--- src/rtl/aes_job_ctrl_if.sv ---
// SoftReg request/response bundle between the shell (master) and aes_job_ctrl (slave).
interface aes_job_ctrl_if;
    logic        softreg_req_valid;
    logic        softreg_req_isWrite;
    logic [31:0] softreg_req_addr;
    logic [63:0] softreg_req_data;
    logic        softreg_resp_valid;
    logic [63:0] softreg_resp_data;

    modport master (
        output softreg_req_valid, softreg_req_isWrite, softreg_req_addr, softreg_req_data,
        input  softreg_resp_valid, softreg_resp_data
    );

    modport slave (
        input  softreg_req_valid, softreg_req_isWrite, softreg_req_addr, softreg_req_data,
        output softreg_resp_valid, softreg_resp_data
    );
endinterface

--- src/rtl/aes_job_ctrl.sv ---
// SoftReg-programmed AES job sequencer: config registers, start/abort strobes, block counting, status.
// Optional cycle counter at 0x38 enabled by defining AES_JOB_PERF_EN.
module aes_job_ctrl #(
    parameter int unsigned ADDR_W = 64,
    parameter int unsigned CNT_W  = 32,
    parameter int unsigned KEY_W  = 128
) (
    input  logic              clk,
    input  logic              rst_n,
    aes_job_ctrl_if.slave     sr,
    output logic [ADDR_W-1:0] cfg_src_addr,
    output logic [ADDR_W-1:0] cfg_dst_addr,
    output logic [CNT_W-1:0]  cfg_num_blocks,
    output logic [KEY_W-1:0]  cfg_key,
    output logic              dp_start,
    output logic              dp_abort,
    input  logic              dp_blk_done,
    input  logic              dp_idle
);
    localparam int unsigned DATA_W = 64;

    typedef enum logic [2:0] {S_IDLE, S_RUN, S_DRAIN, S_ABORT, S_DONE} state_t;

    state_t              r_state;
    logic [ADDR_W-1:0]   r_src;
    logic [ADDR_W-1:0]   r_dst;
    logic [CNT_W-1:0]    r_num;
    logic [DATA_W-1:0]   r_key_lo;
    logic [DATA_W-1:0]   r_key_hi;
    logic [CNT_W-1:0]    r_blocks_done;
    logic                r_done;
    logic                r_aborted;
    logic                r_dp_start;
    logic                r_dp_abort;
    logic                r_resp_valid;
    logic [DATA_W-1:0]   r_resp_data;

    logic                w_wr;
    logic                w_rd;
    logic [2:0]          w_sel;
    logic                w_busy;
    logic                w_idle;
    logic                w_start;
    logic                w_abort;
    logic                w_launch;
    logic                w_counting;
    logic [CNT_W-1:0]    w_cnt_next;
    logic [DATA_W-1:0]   w_cycles_rd;
    logic [DATA_W-1:0]   w_rd_data;
    logic                w_unused;

    assign w_wr       = sr.softreg_req_valid &  sr.softreg_req_isWrite;
    assign w_rd       = sr.softreg_req_valid & ~sr.softreg_req_isWrite;
    assign w_sel      = sr.softreg_req_addr[5:3];
    assign w_busy     = (r_state == S_RUN) || (r_state == S_DRAIN) || (r_state == S_ABORT);
    assign w_idle     = (r_state == S_IDLE);
    assign w_start    = w_wr && (w_sel == 3'd0) && sr.softreg_req_data[0];
    assign w_abort    = w_wr && (w_sel == 3'd0) && sr.softreg_req_data[1];
    assign w_launch   = ((r_state == S_IDLE) || (r_state == S_DONE)) && w_start && (r_num != '0);
    assign w_counting = (r_state == S_RUN) || (r_state == S_DRAIN);
    assign w_unused   = ^{sr.softreg_req_addr[31:6], sr.softreg_req_addr[2:0]};

    // Saturating completion count for this cycle
    always_comb begin
        w_cnt_next = r_blocks_done;
        if (w_counting && dp_blk_done && (r_blocks_done != '1))
            w_cnt_next = CNT_W'(r_blocks_done + 1'b1);
    end

`ifdef AES_JOB_PERF_EN
    logic [CNT_W-1:0] r_cycles;

    always_ff @(posedge clk or negedge rst_n) begin
        if (!rst_n) begin
            r_cycles <= '0;
        end else if (w_launch) begin
            r_cycles <= '0;
        end else if (w_counting && (r_cycles != '1)) begin
            r_cycles <= CNT_W'(r_cycles + 1'b1);
        end
    end

    assign w_cycles_rd = DATA_W'(r_cycles);
`else
    assign w_cycles_rd = '0;
`endif

    always_comb begin
        w_rd_data = '0;
        case (w_sel)
            3'd0:    w_rd_data = {60'b0, r_aborted, r_done, w_busy, w_idle};
            3'd1:    w_rd_data = DATA_W'(r_src);
            3'd2:    w_rd_data = DATA_W'(r_dst);
            3'd3:    w_rd_data = DATA_W'(r_num);
            3'd4:    w_rd_data = r_key_lo;
            3'd5:    w_rd_data = r_key_hi;
            3'd6:    w_rd_data = DATA_W'(r_blocks_done);
            default: w_rd_data = w_cycles_rd;
        endcase
    end

    // Register file, read response and job FSM
    always_ff @(posedge clk or negedge rst_n) begin
        if (!rst_n) begin
            r_state       <= S_IDLE;
            r_src         <= '0;
            r_dst         <= '0;
            r_num         <= '0;
            r_key_lo      <= '0;
            r_key_hi      <= '0;
            r_blocks_done <= '0;
            r_done        <= 1'b0;
            r_aborted     <= 1'b0;
            r_dp_start    <= 1'b0;
            r_dp_abort    <= 1'b0;
            r_resp_valid  <= 1'b0;
            r_resp_data   <= '0;
        end else begin
            r_dp_start   <= 1'b0;
            r_dp_abort   <= 1'b0;
            r_resp_valid <= w_rd;
            if (w_rd)
                r_resp_data <= w_rd_data;

            if (w_wr && !w_busy) begin
                case (w_sel)
                    3'd1:    r_src    <= ADDR_W'(sr.softreg_req_data);
                    3'd2:    r_dst    <= ADDR_W'(sr.softreg_req_data);
                    3'd3:    r_num    <= sr.softreg_req_data[CNT_W-1:0];
                    3'd4:    r_key_lo <= sr.softreg_req_data;
                    3'd5:    r_key_hi <= sr.softreg_req_data;
                    default: ;
                endcase
            end

            case (r_state)
                S_IDLE, S_DONE: begin
                    if (w_launch) begin
                        r_blocks_done <= '0;
                        r_done        <= 1'b0;
                        r_aborted     <= 1'b0;
                        r_dp_start    <= 1'b1;
                        r_state       <= S_RUN;
                    end else if (w_start) begin
                        r_done    <= 1'b1;
                        r_aborted <= 1'b0;
                        r_state   <= S_DONE;
                    end
                end
                S_RUN: begin
                    r_blocks_done <= w_cnt_next;
                    if (w_abort) begin
                        r_dp_abort <= 1'b1;
                        r_state    <= S_ABORT;
                    end else if (w_cnt_next == r_num) begin
                        r_state <= S_DRAIN;
                    end
                end
                S_DRAIN: begin
                    r_blocks_done <= w_cnt_next;
                    if (w_abort) begin
                        r_dp_abort <= 1'b1;
                        r_state    <= S_ABORT;
                    end else if (dp_idle) begin
                        r_done  <= 1'b1;
                        r_state <= S_DONE;
                    end
                end
                S_ABORT: begin
                    if (dp_idle) begin
                        r_aborted <= 1'b1;
                        r_state   <= S_IDLE;
                    end
                end
                default: r_state <= S_IDLE;
            endcase
        end
    end

    assign cfg_src_addr          = r_src;
    assign cfg_dst_addr          = r_dst;
    assign cfg_num_blocks        = r_num;
    assign cfg_key               = KEY_W'({r_key_hi, r_key_lo});
    assign dp_start              = r_dp_start;
    assign dp_abort              = r_dp_abort;
    assign sr.softreg_resp_valid = r_resp_valid;
    assign sr.softreg_resp_data  = r_resp_data;
endmodule

--- src/flat_wrapper.sv ---
// flat-port wrapper written by rule: the top's interface ports become plain ports
module aes_job_ctrl_flat 
#(
    parameter int unsigned ADDR_W = 64,
    parameter int unsigned CNT_W  = 32,
    parameter int unsigned KEY_W  = 128
)
  (clk, rst_n, cfg_src_addr, cfg_dst_addr, cfg_num_blocks, cfg_key, dp_start, dp_abort, dp_blk_done, dp_idle, sr_softreg_req_valid, sr_softreg_req_isWrite, sr_softreg_req_addr, sr_softreg_req_data, sr_softreg_resp_valid, sr_softreg_resp_data);
  aes_job_ctrl_if sr_i ();
  input  logic clk;
  input  logic rst_n;
  output logic [ADDR_W-1:0] cfg_src_addr;
  output logic [ADDR_W-1:0] cfg_dst_addr;
  output logic [CNT_W-1:0] cfg_num_blocks;
  output logic [KEY_W-1:0] cfg_key;
  output logic dp_start;
  output logic dp_abort;
  input  logic dp_blk_done;
  input  logic dp_idle;
  input wire logic [$bits(sr_i.softreg_req_valid)-1:0] sr_softreg_req_valid;
  input wire logic [$bits(sr_i.softreg_req_isWrite)-1:0] sr_softreg_req_isWrite;
  input wire logic [$bits(sr_i.softreg_req_addr)-1:0] sr_softreg_req_addr;
  input wire logic [$bits(sr_i.softreg_req_data)-1:0] sr_softreg_req_data;
  output wire logic [$bits(sr_i.softreg_resp_valid)-1:0] sr_softreg_resp_valid;
  output wire logic [$bits(sr_i.softreg_resp_data)-1:0] sr_softreg_resp_data;
  assign sr_i.softreg_req_valid = sr_softreg_req_valid;
  assign sr_i.softreg_req_isWrite = sr_softreg_req_isWrite;
  assign sr_i.softreg_req_addr = sr_softreg_req_addr;
  assign sr_i.softreg_req_data = sr_softreg_req_data;
  assign sr_softreg_resp_valid = sr_i.softreg_resp_valid;
  assign sr_softreg_resp_data = sr_i.softreg_resp_data;
  aes_job_ctrl #(.ADDR_W(ADDR_W), .CNT_W(CNT_W), .KEY_W(KEY_W)) u_core (.clk(clk), .rst_n(rst_n), .sr(sr_i), .cfg_src_addr(cfg_src_addr), .cfg_dst_addr(cfg_dst_addr), .cfg_num_blocks(cfg_num_blocks), .cfg_key(cfg_key), .dp_start(dp_start), .dp_abort(dp_abort), .dp_blk_done(dp_blk_done), .dp_idle(dp_idle));
endmodule
--- config.mk ---
export PLATFORM = sky130hd
export DESIGN_NAME = aes_job_ctrl_flat
export DESIGN_NICKNAME = d
export VERILOG_FILES = /design/src/rtl/aes_job_ctrl_if.sv /design/src/rtl/aes_job_ctrl.sv /design/src/flat_wrapper.sv
export SDC_FILE = /design/constraint.sdc
export NUM_CORES = 1
export LEC_CHECK = 0
export CORE_MARGIN = 2
export CORE_UTILIZATION = 45
export DETAILED_ROUTE_END_ITERATION = 7
export GPL_ROUTABILITY_DRIVEN = 0
export PLACE_DENSITY = 0.77
export RECOVER_POWER = 25
export SLEW_MARGIN = 20
export SYNTH_ARGS = -nofsm -noshare
export SYNTH_HDL_FRONTEND = slang
export SYNTH_SLANG_ARGS = --single-unit
--- constraint.sdc ---
create_clock -name clk -period 3.1 [get_ports clk]
set_input_delay 0.93 -clock clk [delete_from_list [all_inputs] [get_ports clk]]
set_output_delay 0.93 -clock clk [all_outputs]
set_load 0.02 [all_outputs]
==> flow_summary_export.csv <==
group,metric,value,unit
sta,finalCritPeriodShare,0.9781,
placed_design,placedCellCount,2460,
sta,drv_slew,68,
placed_design,io_buffers,427,
global_routing,antenna_found_initial,3,
run_status,status,"complete, but fails checks",
global_routing,gr-total-overflow,0,
setup_path,critPathArrivalTime,3.48,ns
setup_path,cp-end-kind,"flop",
logic_synthesis,ys_seq_elements,392,
clock_tree,root_buffer,"clkbuf_16",
setup_path,cp_max_fo,4,
die,start_util,0.4578,
logic_synthesis,synth_edf_count,0,
power,p_total,19.98,mW
logic_synthesis,yosysWarnings,0,
flow_run,max_cap_violations,1,
clock_tree,clk_pin_slew,0.06,ns
run_status,violations,"max-capacitance violations, max-slew violations",
die,core,38830,um2
power,switching_power,6.888,mW
finish,multi_input_area,7716,um2
drt,wl_per_cell,25.88,um
logic_synthesis,synthCells,1466,
global_routing,grt_start_max_net_pins,71,
drt,ant_nets,0,
finish,final_layout_size_suffix_gt1_frac,0.2789,
setup_path,cp.required,3.55,ns
die,dieArea,41110,um2
sta,setup_viol_count_final,0,
logic_synthesis,synth-main-ff-cell,"dfrtp_1",
sta,finClkSkew,0.02669,ns
drt,drc,0,
logic_synthesis,avgSynthCellArea,12.13,um2
die,die-height,202.8,um
sta,fmax,329.8,MHz
logic_synthesis,syn_area,17780,um2
sta,period_needed,3.032,ns
die,die_x,202.8,um
placed_design,hpwl,46040,um
finish,n_fill_cell,2878,
setup_path,cp-start-kind,"flop",
die,io_pins,457,
finish,seq_area,9813,um2
clock_tree,cts_hold_buf,0,
power,switching_share,0.3448,
clock_tree,ctsHtreeMaxLevel,2,
clock_tree,cts_inserted_buffers,43,
power,internal-power,13.09,mW
power,p_clk_frac,0.269,
power,ir_worst_vdd,0.6163,mV
global_routing,grt_pass1_wl,98530,um
finish,final-instance-count-excl-fill,2547,
setup_path,crit_type,"reg2reg",
global_routing,grt_pass1_vias,15810,
logic_synthesis,synthArstFlopShare,1.000,
clock_tree,cts.path.max_buffers,3,
power,power_density,785.0,nW/um2
clock_tree,cts_num_sinks,392,
drt,postRouteWirelength,65910,um
power,pwr-share-comb,0.347,
logic_synthesis,ys_types,58,
worst_hold_path,hp-class,"reg2reg",
finish,fin_nets,2097,
logic_synthesis,ys_seq_area_frac,0.5518,
power,pwr-share-seq,0.384,
die,num_rows,72,
drt,via_per_inst,6.018,
sta,hold_violations,0,
clock_tree,clock_latency,0.58,ns
finish,area_delta_synth_final,43.18,%
global_routing,grt_use_total,0.3154,
clock_tree,tritoncts,"yes",
power,p_leak,10.86,nW
drt,dr.pass1.iters,7,
sta,slew_headroom,-0.2864,
logic_synthesis,syn-num-nets,1569,
drt,drt_iter0_drc,1428,
sta,worstMarginPinSlew,1.930,ns
drt,vias,15330,
kinds of logic (layout without fill, tap and decap cells):
family                   count (synthesis)  after routing  share of synthesized area
adder cells (fa/ha/maj)                  1              1                  0.0007038
AO/OA/AOI/OAI                          294            294                     0.1174
other                                    0              3                          0
AND/OR/NAND/NOR                        315            316                    0.08981
buffers and inverters                  115            674                    0.02548
multiplexers                           300            300                     0.1906
XOR/XNOR                                49             49                    0.02414
flip-flops                             392            392                     0.5518
through the flow:
stage / worst slack [ns] / hold WS (ns) / instance area (um2) / utilization / setup TNS (ns)
6_report: 0.06794 / 0.4785 / 25450 / 0.6555 / 0
5_1_grt: -0.02503 / 0.5071 / 25450 / 0.6555 / -0.02503
4_1_cts: 0.003772 / 0.3637 / 25350 / 0.6528 / 0
3_5_place_dp: -0.7739 / 0.4703 / 23830 / 0.6138 / -7.779
3_3_place_gp: -0.6597 / 0.4617 / 23830 / 0.6138 / -8.074
2_1_floorplan: 0.1506 / 0.4618 / 17780 / - / 0
power groups by stage:
stage	logic (mW)	registers, mW	clock network (mW)
2_1_floorplan	1.75	8.86	0
4_1_cts	6.93	7.64	5.44
5_1_grt	7.27	7.81	5.65
3_3_place_gp	6.78	7.64	0
3_5_place_dp	6.87	7.70	0
6_report	6.93	7.67	5.37
final timing paths:
check | startpoint | to | slack [ns] | cells past startpoint
worst max register to register | u_core.r_blocks_done[1] | u_core.r_state[0] | 0.07 | 11
worst min-delay path | u_core.sr.softreg_resp_data[35] | u_core.sr.softreg_resp_data[35] | 0.48 | 2
min in group asynchronous | rst_n | u_core.cfg_num_blocks[28] | 0.92 | 1
max in group asynchronous | rst_n | u_core.r_blocks_done[5] | 0.47 | 2
worst max-delay path | u_core.r_blocks_done[1] | u_core.r_state[0] | 0.07 | 11
worst min register to register | u_core.sr.softreg_resp_data[35] | u_core.sr.softreg_resp_data[35] | 0.48 | 2
state kept, by name, summed over array words and instances (netlist names):
signal and cells:
u_core.sr.softreg_resp_data 64, u_core.sr.softreg_resp_valid 1, u_core.cfg_dst_addr 64, u_core.r_state 3, u_core.cfg_num_blocks 32, u_core.dp_start 1
u_core.r_done 1, u_core.r_aborted 1, u_core.cfg_src_addr 64, u_core.r_key_lo 64, u_core.r_key_hi 64, u_core.dp_abort 1
u_core.r_blocks_done 32
critical path, stage by stage (launching register included):
cell and delay, ns:
dfrtp_1 0.40, ha_4 0.17, nand3_2 0.13, or3_4 0.40, buf_4 0.16, nor3_2 0.27
or3_1 0.18, a32o_1 0.22, nand4b_1 0.20, nor4_4 0.22, o2111ai_2 0.19, a311o_1 0.36
synth_stat cells, types with 5 or more instances:
cell type | instances | share of area
inv_1 | 6 | 0.0013
or3_1 | 7 | 0.0025
dfrtp_1 | 392 | 0.55
mux2_2 | 288 | 0.18
clkbuf_1 | 92 | 0.019
nand4_1 | 20 | 0.0070
o31ai_1 | 6 | 0.0025
a22oi_1 | 54 | 0.023
and4_1 | 5 | 0.0025
mux2i_1 | 10 | 0.0056
nor4_1 | 19 | 0.0067
xor2_1 | 13 | 0.0064
nand2b_1 | 8 | 0.0028
xnor2_1 | 36 | 0.018
nand3_1 | 52 | 0.015
buf_2 | 10 | 0.0028
o211ai_1 | 10 | 0.0042
a22o_1 | 35 | 0.017
nor3_1 | 14 | 0.0039
nand2_1 | 139 | 0.029
o21ai_0 | 100 | 0.028
nor2_1 | 19 | 0.0040
a21oi_1 | 10 | 0.0028
buf_1 | 5 | 0.0011
a221oi_1 | 60 | 0.030
routing by layer:
layer,share of wire,GRT usage,up-vias
li1,-,-,6515
met1,0.38,0.3934,7798
met2,0.48,0.5163,817
met3,0.098,0.08587,198
met4,0.046,0.1379,0
met5,0,0,-
cell usage in the layout, fill, tap and decap left out, types with 4 or more instances in the layout:
master           netlist  layout
a21oi_1               10      10
a221oi_1              60      60
a22o_1                35      35
a22oi_1               54      54
and3_1                 4       4
and4_1                 5       5
buf_12                 0      21
buf_4                  0     133
bufinv_16              0       4
clkbuf_1              92      11
clkbuf_16              0      44
clkbuf_8               0      13
clkdlybuf4s50_1        0     426
clkinv_2               0       6
dfrtp_1              392     389
inv_1                  6       6
mux2_2               288     288
mux2i_1               10      10
nand2_1              139     133
nand2_4                0       4
nand2b_1               8       7
nand3_1               52      50
nand4_1               20      20
nor2_1                19      17
nor3_1                14      13
nor4_1                19      13
nor4_2                 1       5
nor4_4                 2       4
o211ai_1              10      10
o21ai_0              100     100
o31ai_1                6       6
or3_1                  7       6
xnor2_1               36      35
xor2_1                13      13
timing repair:
action	CTS	global route
gates resized for setup	5	19
buffers inserted	0	6
gates cloned	0	1
pin swaps	1	12
setup endpoints to repair	1	2
cell type report:
cell class,count,area share
timing repair buffer,591,0.2260
antenna,3,0.0002950
sequential,392,0.3856
clock inverter,13,0.007227
tap,518,0.02547
inverter,6,0.0008849
multi-input combinational,960,0.3032
clock buffer,64,0.05132
Power figures use the tool's default switching activity.
